<file path="config.mk">
export PLATFORM = sky130hd
export DESIGN_NAME = eth_manchester_tx
export DESIGN_NICKNAME = d
export VERILOG_FILES = /design/src/rtl/eth_pkg.sv /design/src/rtl/eth_nlp_gen.sv /design/src/rtl/eth_manchester_tx.sv
export SDC_FILE = /design/constraint.sdc
export NUM_CORES = 1
export LEC_CHECK = 0
export CORE_UTILIZATION = 54
export CTS_CLUSTER_DIAMETER = 50
export CTS_CLUSTER_SIZE = 8
export DETAILED_ROUTE_END_ITERATION = 7
export HOLD_SLACK_MARGIN = 0.06
export PLACE_DENSITY = 0.79
export SLEW_MARGIN = 20
export SYNTH_ARGS = -nofsm -noshare
export SYNTH_HDL_FRONTEND = slang
export SYNTH_SLANG_ARGS = --single-unit
</file>
<file path="constraint.sdc">
create_clock -name clk -period 2.1 [get_ports clk]
set_input_delay 0.525 -clock clk [delete_from_list [all_inputs] [get_ports clk]]
set_output_delay 0.525 -clock clk [all_outputs]
set_load 0.03 [all_outputs]
</file>
<file path="src/rtl/eth_pkg.sv">
// Shared types and helpers for the 10BASE-T Manchester transmitter.
package eth_pkg;

    typedef enum logic [1:0] {
        IDLE  = 2'd0,
        NLP   = 2'd1,
        DATA  = 2'd2,
        TPIDL = 2'd3
    } eth_tx_state_t;

    // First half carries the complement of the bit, second half the bit itself.
    function automatic logic manch_level(input logic bit_val, input logic half);
        return half ? bit_val : ~bit_val;
    endfunction

endpackage

</file>
<file path="src/rtl/eth_nlp_gen.sv">
// Normal Link Pulse timing: idle period counter plus pulse-width counter.
module eth_nlp_gen #(
    parameter int NLP_PERIOD_CYC = 640000,
    parameter int NLP_WIDTH_CYC  = 4
) (
    input  logic clk,
    input  logic reset,
    input  logic clear,
    input  logic enable,
    output logic nlp_req,
    output logic nlp_active
);

    localparam int PW = $clog2(NLP_PERIOD_CYC);
    localparam int WW = $clog2(NLP_WIDTH_CYC + 1);
    localparam logic [PW-1:0] PER_LAST = PW'(NLP_PERIOD_CYC - 1);
    localparam logic [WW-1:0] WID_LAST = WW'(NLP_WIDTH_CYC - 1);

    logic [PW-1:0] per_cnt_r;
    logic [WW-1:0] wid_cnt_r;
    logic          pulse_r;
    logic          pulse_end_s;

    assign nlp_req     = enable && !pulse_r && (per_cnt_r == PER_LAST);
    assign pulse_end_s = pulse_r && (wid_cnt_r == WID_LAST);
    // High while the pulse continues into the next cycle; low on its final cycle.
    assign nlp_active  = pulse_r && !pulse_end_s;

    // Period counter and pulse-width counter.
    always_ff @(posedge clk or posedge reset) begin
        if (reset) begin
            per_cnt_r <= {PW{1'b0}};
            wid_cnt_r <= {WW{1'b0}};
            pulse_r   <= 1'b0;
        end else begin
            if (clear || pulse_end_s) begin
                per_cnt_r <= {PW{1'b0}};
            end else if (enable && !nlp_req) begin
                per_cnt_r <= per_cnt_r + 1'b1;
            end else begin
                per_cnt_r <= per_cnt_r;
            end

            if (nlp_req) begin
                pulse_r   <= 1'b1;
                wid_cnt_r <= {WW{1'b0}};
            end else if (pulse_end_s) begin
                pulse_r   <= 1'b0;
                wid_cnt_r <= {WW{1'b0}};
            end else if (pulse_r) begin
                wid_cnt_r <= wid_cnt_r + 1'b1;
            end else begin
                wid_cnt_r <= wid_cnt_r;
            end
        end
    end

endmodule

</file>
<file path="src/rtl/eth_manchester_tx.sv">
// 10BASE-T line transmitter: Manchester-encodes the NRZ frame stream, appends TP_IDL
// at end of frame and emits link pulses while idle.
module eth_manchester_tx
    import eth_pkg::*;
#(
    parameter int HALF_BIT_CYC   = 2,
    parameter int NLP_PERIOD_CYC = 640000,
    parameter int NLP_WIDTH_CYC  = 4,
    parameter int TPIDL_CYC      = 10
) (
    input  logic clk,
    input  logic reset,
    input  logic tx_en,
    input  logic tx_data,
    output logic bit_stb,
    output logic tx_p,
    output logic tx_n,
    output logic busy
);

    localparam int BIT_CYC = 2 * HALF_BIT_CYC;
    localparam int PHW     = $clog2(BIT_CYC);
    localparam int TPW     = $clog2(TPIDL_CYC + 1);
    localparam logic [PHW-1:0] PH_LAST = PHW'(BIT_CYC - 1);
    localparam logic [PHW-1:0] PH_HALF = PHW'(HALF_BIT_CYC);
    localparam logic [TPW-1:0] TP_LAST = TPW'(TPIDL_CYC);

    eth_tx_state_t  state_r, state_d;
    logic [PHW-1:0] ph_r, ph_d;
    logic [TPW-1:0] tp_cnt_r, tp_cnt_d;
    logic           bit_r, bit_d;
    logic           tx_p_d, tx_n_d, stb_d, busy_d;
    logic           level_s;
    logic           nlp_req_s, nlp_active_s, nlp_clear_s, nlp_en_s;

    assign nlp_en_s = (state_r == IDLE) && !tx_en;

    eth_nlp_gen #(
        .NLP_PERIOD_CYC(NLP_PERIOD_CYC),
        .NLP_WIDTH_CYC (NLP_WIDTH_CYC)
    ) u_nlp (
        .clk       (clk),
        .reset     (reset),
        .clear     (nlp_clear_s),
        .enable    (nlp_en_s),
        .nlp_req   (nlp_req_s),
        .nlp_active(nlp_active_s)
    );

    // Next state and next output values; outputs lead the phase counter by one cycle.
    always_comb begin
        state_d     = state_r;
        ph_d        = ph_r;
        tp_cnt_d    = tp_cnt_r;
        bit_d       = bit_r;
        tx_p_d      = 1'b0;
        tx_n_d      = 1'b0;
        stb_d       = 1'b0;
        nlp_clear_s = 1'b0;
        level_s     = 1'b0;
        case (state_r)
            IDLE: begin
                if (tx_en) begin
                    state_d = DATA;
                    ph_d    = {PHW{1'b0}};
                    stb_d   = 1'b1;
                end else if (nlp_req_s) begin
                    state_d = NLP;
                    tx_p_d  = 1'b1;
                end else begin
                    state_d = IDLE;
                end
            end
            NLP: begin
                if (nlp_active_s) begin
                    tx_p_d = 1'b1;
                end else begin
                    state_d = IDLE;
                end
            end
            DATA: begin
                if (ph_r == {PHW{1'b0}}) begin
                    bit_d   = tx_data;
                    level_s = manch_level(tx_data, 1'b0);
                    ph_d    = ph_r + 1'b1;
                end else if (ph_r == PH_LAST) begin
                    level_s = manch_level(bit_r, 1'b1);
                    // Bit boundary: the only point where tx_en is looked at.
                    if (tx_en) begin
                        ph_d  = {PHW{1'b0}};
                        stb_d = 1'b1;
                    end else begin
                        state_d  = TPIDL;
                        tp_cnt_d = {TPW{1'b0}};
                    end
                end else begin
                    level_s = manch_level(bit_r, ph_r >= PH_HALF);
                    ph_d    = ph_r + 1'b1;
                end
                tx_p_d = level_s;
                tx_n_d = ~level_s;
            end
            TPIDL: begin
                if (tp_cnt_r == TP_LAST) begin
                    state_d     = IDLE;
                    nlp_clear_s = 1'b1;
                end else begin
                    tx_p_d   = 1'b1;
                    tp_cnt_d = tp_cnt_r + 1'b1;
                end
            end
            default: begin
                state_d = IDLE;
            end
        endcase
        busy_d = (state_d == DATA) || (state_d == TPIDL);
    end

    // State, counters and registered line outputs.
    always_ff @(posedge clk or posedge reset) begin
        if (reset) begin
            state_r  <= IDLE;
            ph_r     <= {PHW{1'b0}};
            tp_cnt_r <= {TPW{1'b0}};
            bit_r    <= 1'b0;
            tx_p     <= 1'b0;
            tx_n     <= 1'b0;
            bit_stb  <= 1'b0;
            busy     <= 1'b0;
        end else begin
            state_r  <= state_d;
            ph_r     <= ph_d;
            tp_cnt_r <= tp_cnt_d;
            bit_r    <= bit_d;
            tx_p     <= tx_p_d;
            tx_n     <= tx_n_d;
            bit_stb  <= stb_d;
            busy     <= busy_d;
        end
    end

endmodule
</file>
==> impl_metrics.csv, run 1 <==
group,metric,value,unit
outcome,status,"finished, final reports clean",
route,wl_per_cell,14.45,um
setup_path,crit_top_cell,"or4_4",
synthesis,synth_ff_type,"dfrtp_1",
grt,grt_start_max_net_pins,37,
setup_path,crit_chain,"dlygate4sd2_1 -> or3_4 -> or4_4 -> or4_4 -> a21oi_2",
synthesis,ys.warnings.count,0,
setup_path,slowest_stage,"or4_4",
route,post_drt_via_cell_ratio,5.883,
grt,grtUsageTotal,24.40,%
setup_path,crit_type,"input pin to flip-flop",
setup_path,cp_max_fo,7,
timing,slew_headroom,62.42,%
cts,cts_buffer_depth,2,
cts,clock_latency,290,ps
floorplan,start_util,56.56,%
cells_and_area,utilization,68.66,%
cts,numCtsBuffers,5,
route,ant_nets,0,
cts,cts.sinks,36,
cells_and_area,layout_common_cells,"dfrtp_1, nand2_1, buf_4",
setup_path,cp.arrival,2290,ps
cells_and_area,finalNonFillerCells,307,
min_path,worstHoldPathType,"flip-flop to flip-flop",
setup_path,cp_slowest_stage_delay,600,ps
cts,cts_tree,"yes",
synthesis,seq_area_frac_synth,43.50,%
cells_and_area,layout_commonest_cell,"dfrtp_1",
timing,period_share,98.54,%
timing,slew_violations,0,
place,dpl.cell_count,297,
grt,grt-ovfl-total,0,
pwr,ir_worst_vdd,0.4745,mV
run,max-cap-violations,0,
floorplan,io-pin-count,8,
cts,htree_levels,2,
synthesis,ys_ff_latch,36,
route,drt_wl_total,4435,um
floorplan,core,3661,sq um
place,port_buffers,7,
synthesis,synthCells,225,
setup_path,start_kind,"input pin",
route,drc_errors,0,
route,drt_iter0_drc,105,
place,gp_congestion,0.8573,
timing,rsz0062_at_grt,"no",
pwr,p_per_area,850.2,nW/um^2
setup_path,critPathTopFamily,"simple AND/OR/NAND/NOR gates",
route,first_pass_iters,4,
cells_and_area,num-nets-final,269,
pwr,total_power,2.137,mW
place,post_dp_cell_area,2377,sq um
cells_and_area,num_antenna_cells,0,
cells_and_area,final_cell_area,2514,sq um
grt,grt_pass1_wl,7603,um
setup_path,endpoint_kind,"flip-flop",
timing,whs,526.6,ps
timing,tightest_slew,559.3,ps
grt,antenna_found_initial,0,
cts,clk_pin_slew,70,ps
timing,setup-violations-final,0,
timing,fmax,483.2,MHz
floorplan,rows,22,
floorplan,chipHeight,63.93,um
timing,finClkSkew,5.986,ps
timing,period_needed,2069,ps
synthesis,async_reset_ff_share,100.0,%
setup_path,crit_buf_inv,1,
pwr,leakage,1.108,nW
synthesis,yosysUniqueCellTypes,44,
cells_and_area,drive_gt1_share,19.31,%
place,dp_hpwl,3096,um
cts,root_buffer,"clkbuf_8",
setup_path,crit_required,2320,ps
synthesis,synth_area_per_cell,9.203,sq um
synthesis,syn-cell-area,2071,sq um
cts,hold_buffers,0,
cells_and_area,syn_to_final_growth,21.39,%
floorplan,die_width,63.93,um
synthesis,synth_edf_count,0,
grt,grt_pass1_vias,1785,
floorplan,dieArea,4086,sq um
timing,report.final.hold_viol_count,0,
route,dr_total_vias,1806,
synthesis,synth_nets,236,
flip-flops by register name, indices dropped and copies added (netlist names):
register         flops
state_r              1
u_nlp.pulse_r        1
tx_n                 1
bit_r                1
busy                 1
u_nlp.per_cnt_r     20
tx_p                 1
bit_stb              1
ph_r                 2
u_nlp.wid_cnt_r      3
tp_cnt_r             4
cell usage after synthesis, types with 3 or more instances:
cell	number	area [sq um]
nor3_1	6	30.03
clkbuf_1	4	15.01
a21oi_1	14	70.07
or4_1	7	52.55
nor2_1	8	30.03
dfrtp_1	36	900.9
nor4_1	4	25.02
nand2_1	31	116.4
mux2i_1	10	100.1
inv_1	13	48.80
a211oi_1	5	37.54
nand2b_1	8	50.05
o31ai_1	6	45.04
a2111o_1	3	33.78
buf_2	3	15.01
nand3_1	10	50.05
nand4_1	7	43.79
ha_1	7	87.58
o21ai_0	9	45.04
and3_1	3	18.77
what timing repair did:
item / in CTS / in global routing
buffers inserted: 0 / 1
gates cloned: 0 / 1
resized for setup: 5 / 5
pin swaps: 4 / 3
setup endpoints to repair: 6 / 19
logic make-up (layout without fill, tap and decap cells):
logic type / Yosys count / count (layout) / synth area share, %
simple gates: 100 / 100 / 26.59
compound gates: 47 / 47 / 14.92
flops: 36 / 36 / 43.50
buf+inv: 22 / 56 / 4.531
mux: 11 / 11 / 5.378
fa+ha+maj: 7 / 7 / 4.229
xor+xnor: 2 / 2 / 0.8461
layout make-up:
type	count	area (sq um)
Inverter	13	48.80
Sequential cell	36	902.1
Clock buffer	8	90.09
Tap cell	48	60.06
Multi-Input combinational cell	167	1116
Timing Repair Buffer	35	296.5
Fill cell	289	1147
metal layers:
layer,global-route usage [%],part of all wire (%),up-vias
met5,0,0,-
met4,10.23,1.7,0
met3,6.786,3.8,7
met2,40.69,49,31
met1,29.47,46,884
li1,-,-,884
worst paths after layout:
path,to,cells after the start,startpoint,slack (ps)
max in group asynchronous,busy,3,reset,1330
hold reg to reg,ph_r[0],1,ph_r[0],530
setup reg to reg,u_nlp.per_cnt_r[15],4,busy,50
setup / recovery,u_nlp.per_cnt_r[15],5,tx_en,30
hold / removal,ph_r[0],1,ph_r[0],530
min in group asynchronous,ph_r[1],3,reset,590
worst register-to-register path, delay by kind of cell, from the launching register on:
kind               cells  cell delay [ps]
DFF                    1              410
AOI/OAI and AO/OA      1              140
and+or+nand+nor        3             1430
where the power goes:
part | total, mW | switching [mW] | leakage, nW | internal, mW
Sequential | 0.922 | 0.0994 | 0.478 | 0.823
Clock | 0.510 | 0.243 | 0.0455 | 0.268
Combinational | 0.705 | 0.397 | 0.585 | 0.307
through the flow:
stage,TNS (ps),worst slack [ps]
after global routing,0,12.25
after CTS,0,28.60
after detailed placement,-4570,-423.3
final,0,30.64
after floorplan,0,8.223
after global placement,-4177,-358.8
Note: power is estimated with default switching activity, not from simulation.
==> run 2, diff against run 1 <==
- ABC_AREA: not set -> 1
- CAP_MARGIN: not set -> 20
- CORE_UTILIZATION: 54 -> 60
- PLACE_DENSITY: 0.79 -> 0.83
- clock period: 2.1 -> 2.05 ns (I/O delays scaled with it)
==> impl_metrics.csv, run 2 <==
group,metric,value,unit
grt,busiest_layer,"met2",
cts,root_buffer,"clkbuf_4",
floorplan,start_util,63.64,%
setup_path,cp.arrival,1360,ps
synthesis,ys.warnings.count,0,
timing,period_share,91.51,%
route,first_pass_iters,4,
synthesis,ys_top_cells_by_area,"dfrtp_1, nand2_1, nand3_1",
synthesis,synth_top_area_share,41.76,%
cells_and_area,num-nets-final,325,
cts,clock_latency,350,ps
timing,fin_setup_tns,0,ps
place,dp_hpwl,3189,um
timing,finClkSkew,5.480,ps
cells_and_area,syn_to_final_growth,9.571,%
floorplan,chipHeight,61.96,um
synthesis,async_reset_ff_share,100.0,%
cells_and_area,layout_commonest_cell,"nand2_1",
route,wl_per_cell,11.98,um
setup_path,cp_max_fo,1,
cells_and_area,utilization,69.73,%
min_path,worstHoldPathType,"flip-flop to flip-flop",
timing,fmax,533.1,MHz
synthesis,synthCells,301,
synthesis,seq_area_frac_synth,41.76,%
timing,slew_headroom,70.41,%
cts,post_cts_buffers,0,
grt,grt_pass1_vias,1753,
run,max-cap-violations,0,
setup_path,endpoint_kind,"primary output",
timing,setup-violations-final,0,
place,gp_congestion,0.8871,
setup_path,crit_chain,"clkdlybuf4s50_1",
synthesis,synth_xor_area_share,2.842,%
grt,antenna_found_initial,0,
grt,use_met1,36.85,%
pwr,ir_worst_vdd,0.8950,mV
setup_path,crit_required,1540,ps
pwr,p_seq_share,45.5,%
timing,period_needed,1876,ps
synthesis,synth_top_family_by_area,"simple AND/OR/NAND/NOR gates",
floorplan,core,3390,sq um
cells_and_area,drive_gt1_share,8.889,%
timing,setup_slack,174.1,ps
setup_path,rr_endpoint,"u_nlp.per_cnt_r[14]",
grt,gr-usage-met3,6.418,%
timing,slew_violations,0,
grt,grt.met2_usage,41.64,%
synthesis,synth_ff_type,"dfrtp_1",
route,post_drt_via_cell_ratio,5.285,
setup_path,cp_slowest_stage_delay,660,ps
cts,numCtsBuffers,5,
grt,grt_pass1_wl,7472,um
cts,cts_buffer_depth,2,
synthesis,synth_fa_ha_area_share,4.060,%
floorplan,dieArea,3839,sq um
pwr,power.internal,1.301,mW
route,drt_wl_total,4326,um
min_path,hp-start,"bit_r",
cts,cts_tree,"yes",
cells_and_area,n_fill_cell,284,
floorplan,die_width,61.96,um
synthesis,synth_common_cells,"nand2_1, dfrtp_1, nor2_1",
pwr,p_clk_share,18.9,%
min_path,min_to,"bit_r",
pwr,switching_share,38.67,%
grt,grtUsageTotal,26.94,%
route,dr_total_vias,1908,
setup_path,r2r_start,"u_nlp.per_cnt_r[1]",
setup_path,start_kind,"flip-flop",
grt,grt-ovfl-total,0,
floorplan,io-pin-count,8,
setup_path,rrSetupSlack,350,ps
synthesis,muxShareOfSynthArea,0,%
floorplan,rows,21,
timing,whs,523.0,ps
min_path,hold_depth,2,
place,pre_cts_slack,275.9,ps
synthesis,syn-cell-area,2157,sq um
synthesis,synth_area_per_cell,7.166,sq um
pwr,leakage,1.242,nW
timing,rsz0062_at_grt,"no",
synthesis,synth_compound_area_share,3.886,%
synthesis,synth.most_common_cell,"nand2_1",
setup_path,crit_buf_inv,1,
pwr,power_switching,820.7,uW
cells_and_area,top_regs,"u_nlp.per_cnt_r (20), tp_cnt_r (4), u_nlp.wid_cnt_r (3)",
synthesis,synth_top_area_cell,"dfrtp_1",
cells_and_area,num_antenna_cells,0,
cells_and_area,largest_reg_flops,20,
cells_and_area,max_flop_register,"u_nlp.per_cnt_r",
setup_path,reg2reg_depth,9,
pwr,total_power,2.122,mW
synthesis,synthSimpleGateAreaFrac,40.20,%
timing,report.final.hold_viol_count,0,
synthesis,yosysUniqueCellTypes,27,
timing,tightest_slew,443.8,ps
synthesis,ys_ff_latch,36,
setup_path,slowest_stage,"clkdlybuf4s50_1",
route,drc_errors,0,
cts,cts_resized,0,
cts,clk_pin_slew,100,ps
grt,grt_start_max_net_pins,37,
route,ant_nets,0,
synthesis,synth_edf_count,0,
route,drt_iter0_drc,88,
cts,hold_buffers,0,
synthesis,synth_nets,312,
place,port_buffers,7,
pwr,p_comb_share,35.6,%
setup_path,crit_type,"flip-flop to primary output",
pwr,p_per_area,897.8,nW/um^2
cts,htree_levels,2,
outcome,status,"finished, final reports clean",
cts,cts.sinks,36,
cells_and_area,layout_common_cells,"nand2_1, dfrtp_1, nor2_1",
setup_path,critPathTopFamily,"buffers and inverters",
run 2: cell types whose count changed after synthesis, sizes merged, moves of 7 or more:
cell,previous run,this run
nand2b,8,0
nor2,8,37
inv,13,33
or4,7,0
nand3,10,30
mux2i,10,0
nand2,31,104
nand4,7,17
run 2: worst max path at each step:
stage	start	slack, ps	end	depth (start not counted)
finish	tx_p	170	tx_p	1
global route	tx_p	140	tx_p	1
CTS	busy	50	busy	1
detailed placement	tx_en	280	u_nlp.per_cnt_r[14]	7
global placement	tx_en	310	u_nlp.per_cnt_r[17]	7
floorplan	u_nlp.per_cnt_r[0]	530	u_nlp.per_cnt_r[11]	9
run 2: final cells by class:
type	instances	area (sq um)	area share, %
well taps	46	57.56	2.435
repair buffers	12	122.6	5.188
inverters	33	123.9	5.241
multi-input cells	226	1100	46.53
clock buffers	8	58.81	2.488
flip-flops and latches	36	900.9	38.12
run 2: power by group through the flow:
stage | clock, mW | combinational (mW) | sequential [mW]
after global placement | 0 | 0.741 | 0.972
after detailed placement | 0 | 0.761 | 0.978
after CTS | 0.414 | 0.763 | 0.964
final | 0.401 | 0.755 | 0.966
after global routing | 0.438 | 0.865 | 0.989
after floorplan | 0 | 0.484 | 1.02
run 2: cell families after synthesis:
logic type,Yosys count
AND/OR/NAND/NOR,197
XOR/XNOR,7
buffers and inverters,39
AO/OA/AOI/OAI,15
adder cells (fa/ha/maj),7
flip-flops,36
run 2: routing by layer:
metal	wire (um)	share of wire [%]
met1	2168	50
met2	1934	45
met3	157	3.6
met4	65	1.5
met5	0	0
run 2: per-stage QoR:
step / instance area, sq um / std cells
4_1_cts: 2361 / 361
5_1_grt: 2364 / 361
2_1_floorplan: 2157 / 301
3_3_place_gp: 2302 / 353
3_5_place_dp: 2302 / 353
6_report: 2364 / 361
run 2: worst reg2reg max path: cells and delay by family, from the launching register on:
family / cells / cell delay [ps]
AOI/OAI and AO/OA: 1 / 150
adders and majority gates: 1 / 260
buffers and inverters: 2 / 320
DFF: 1 / 430
and+or+nand+nor: 5 / 500
==> run 3, diff against run 2 <==
- CTS_CLUSTER_SIZE: 8 -> not set
==> results of run 3 <==
The final DEF is identical to that of run 2; final timing and power are the same.
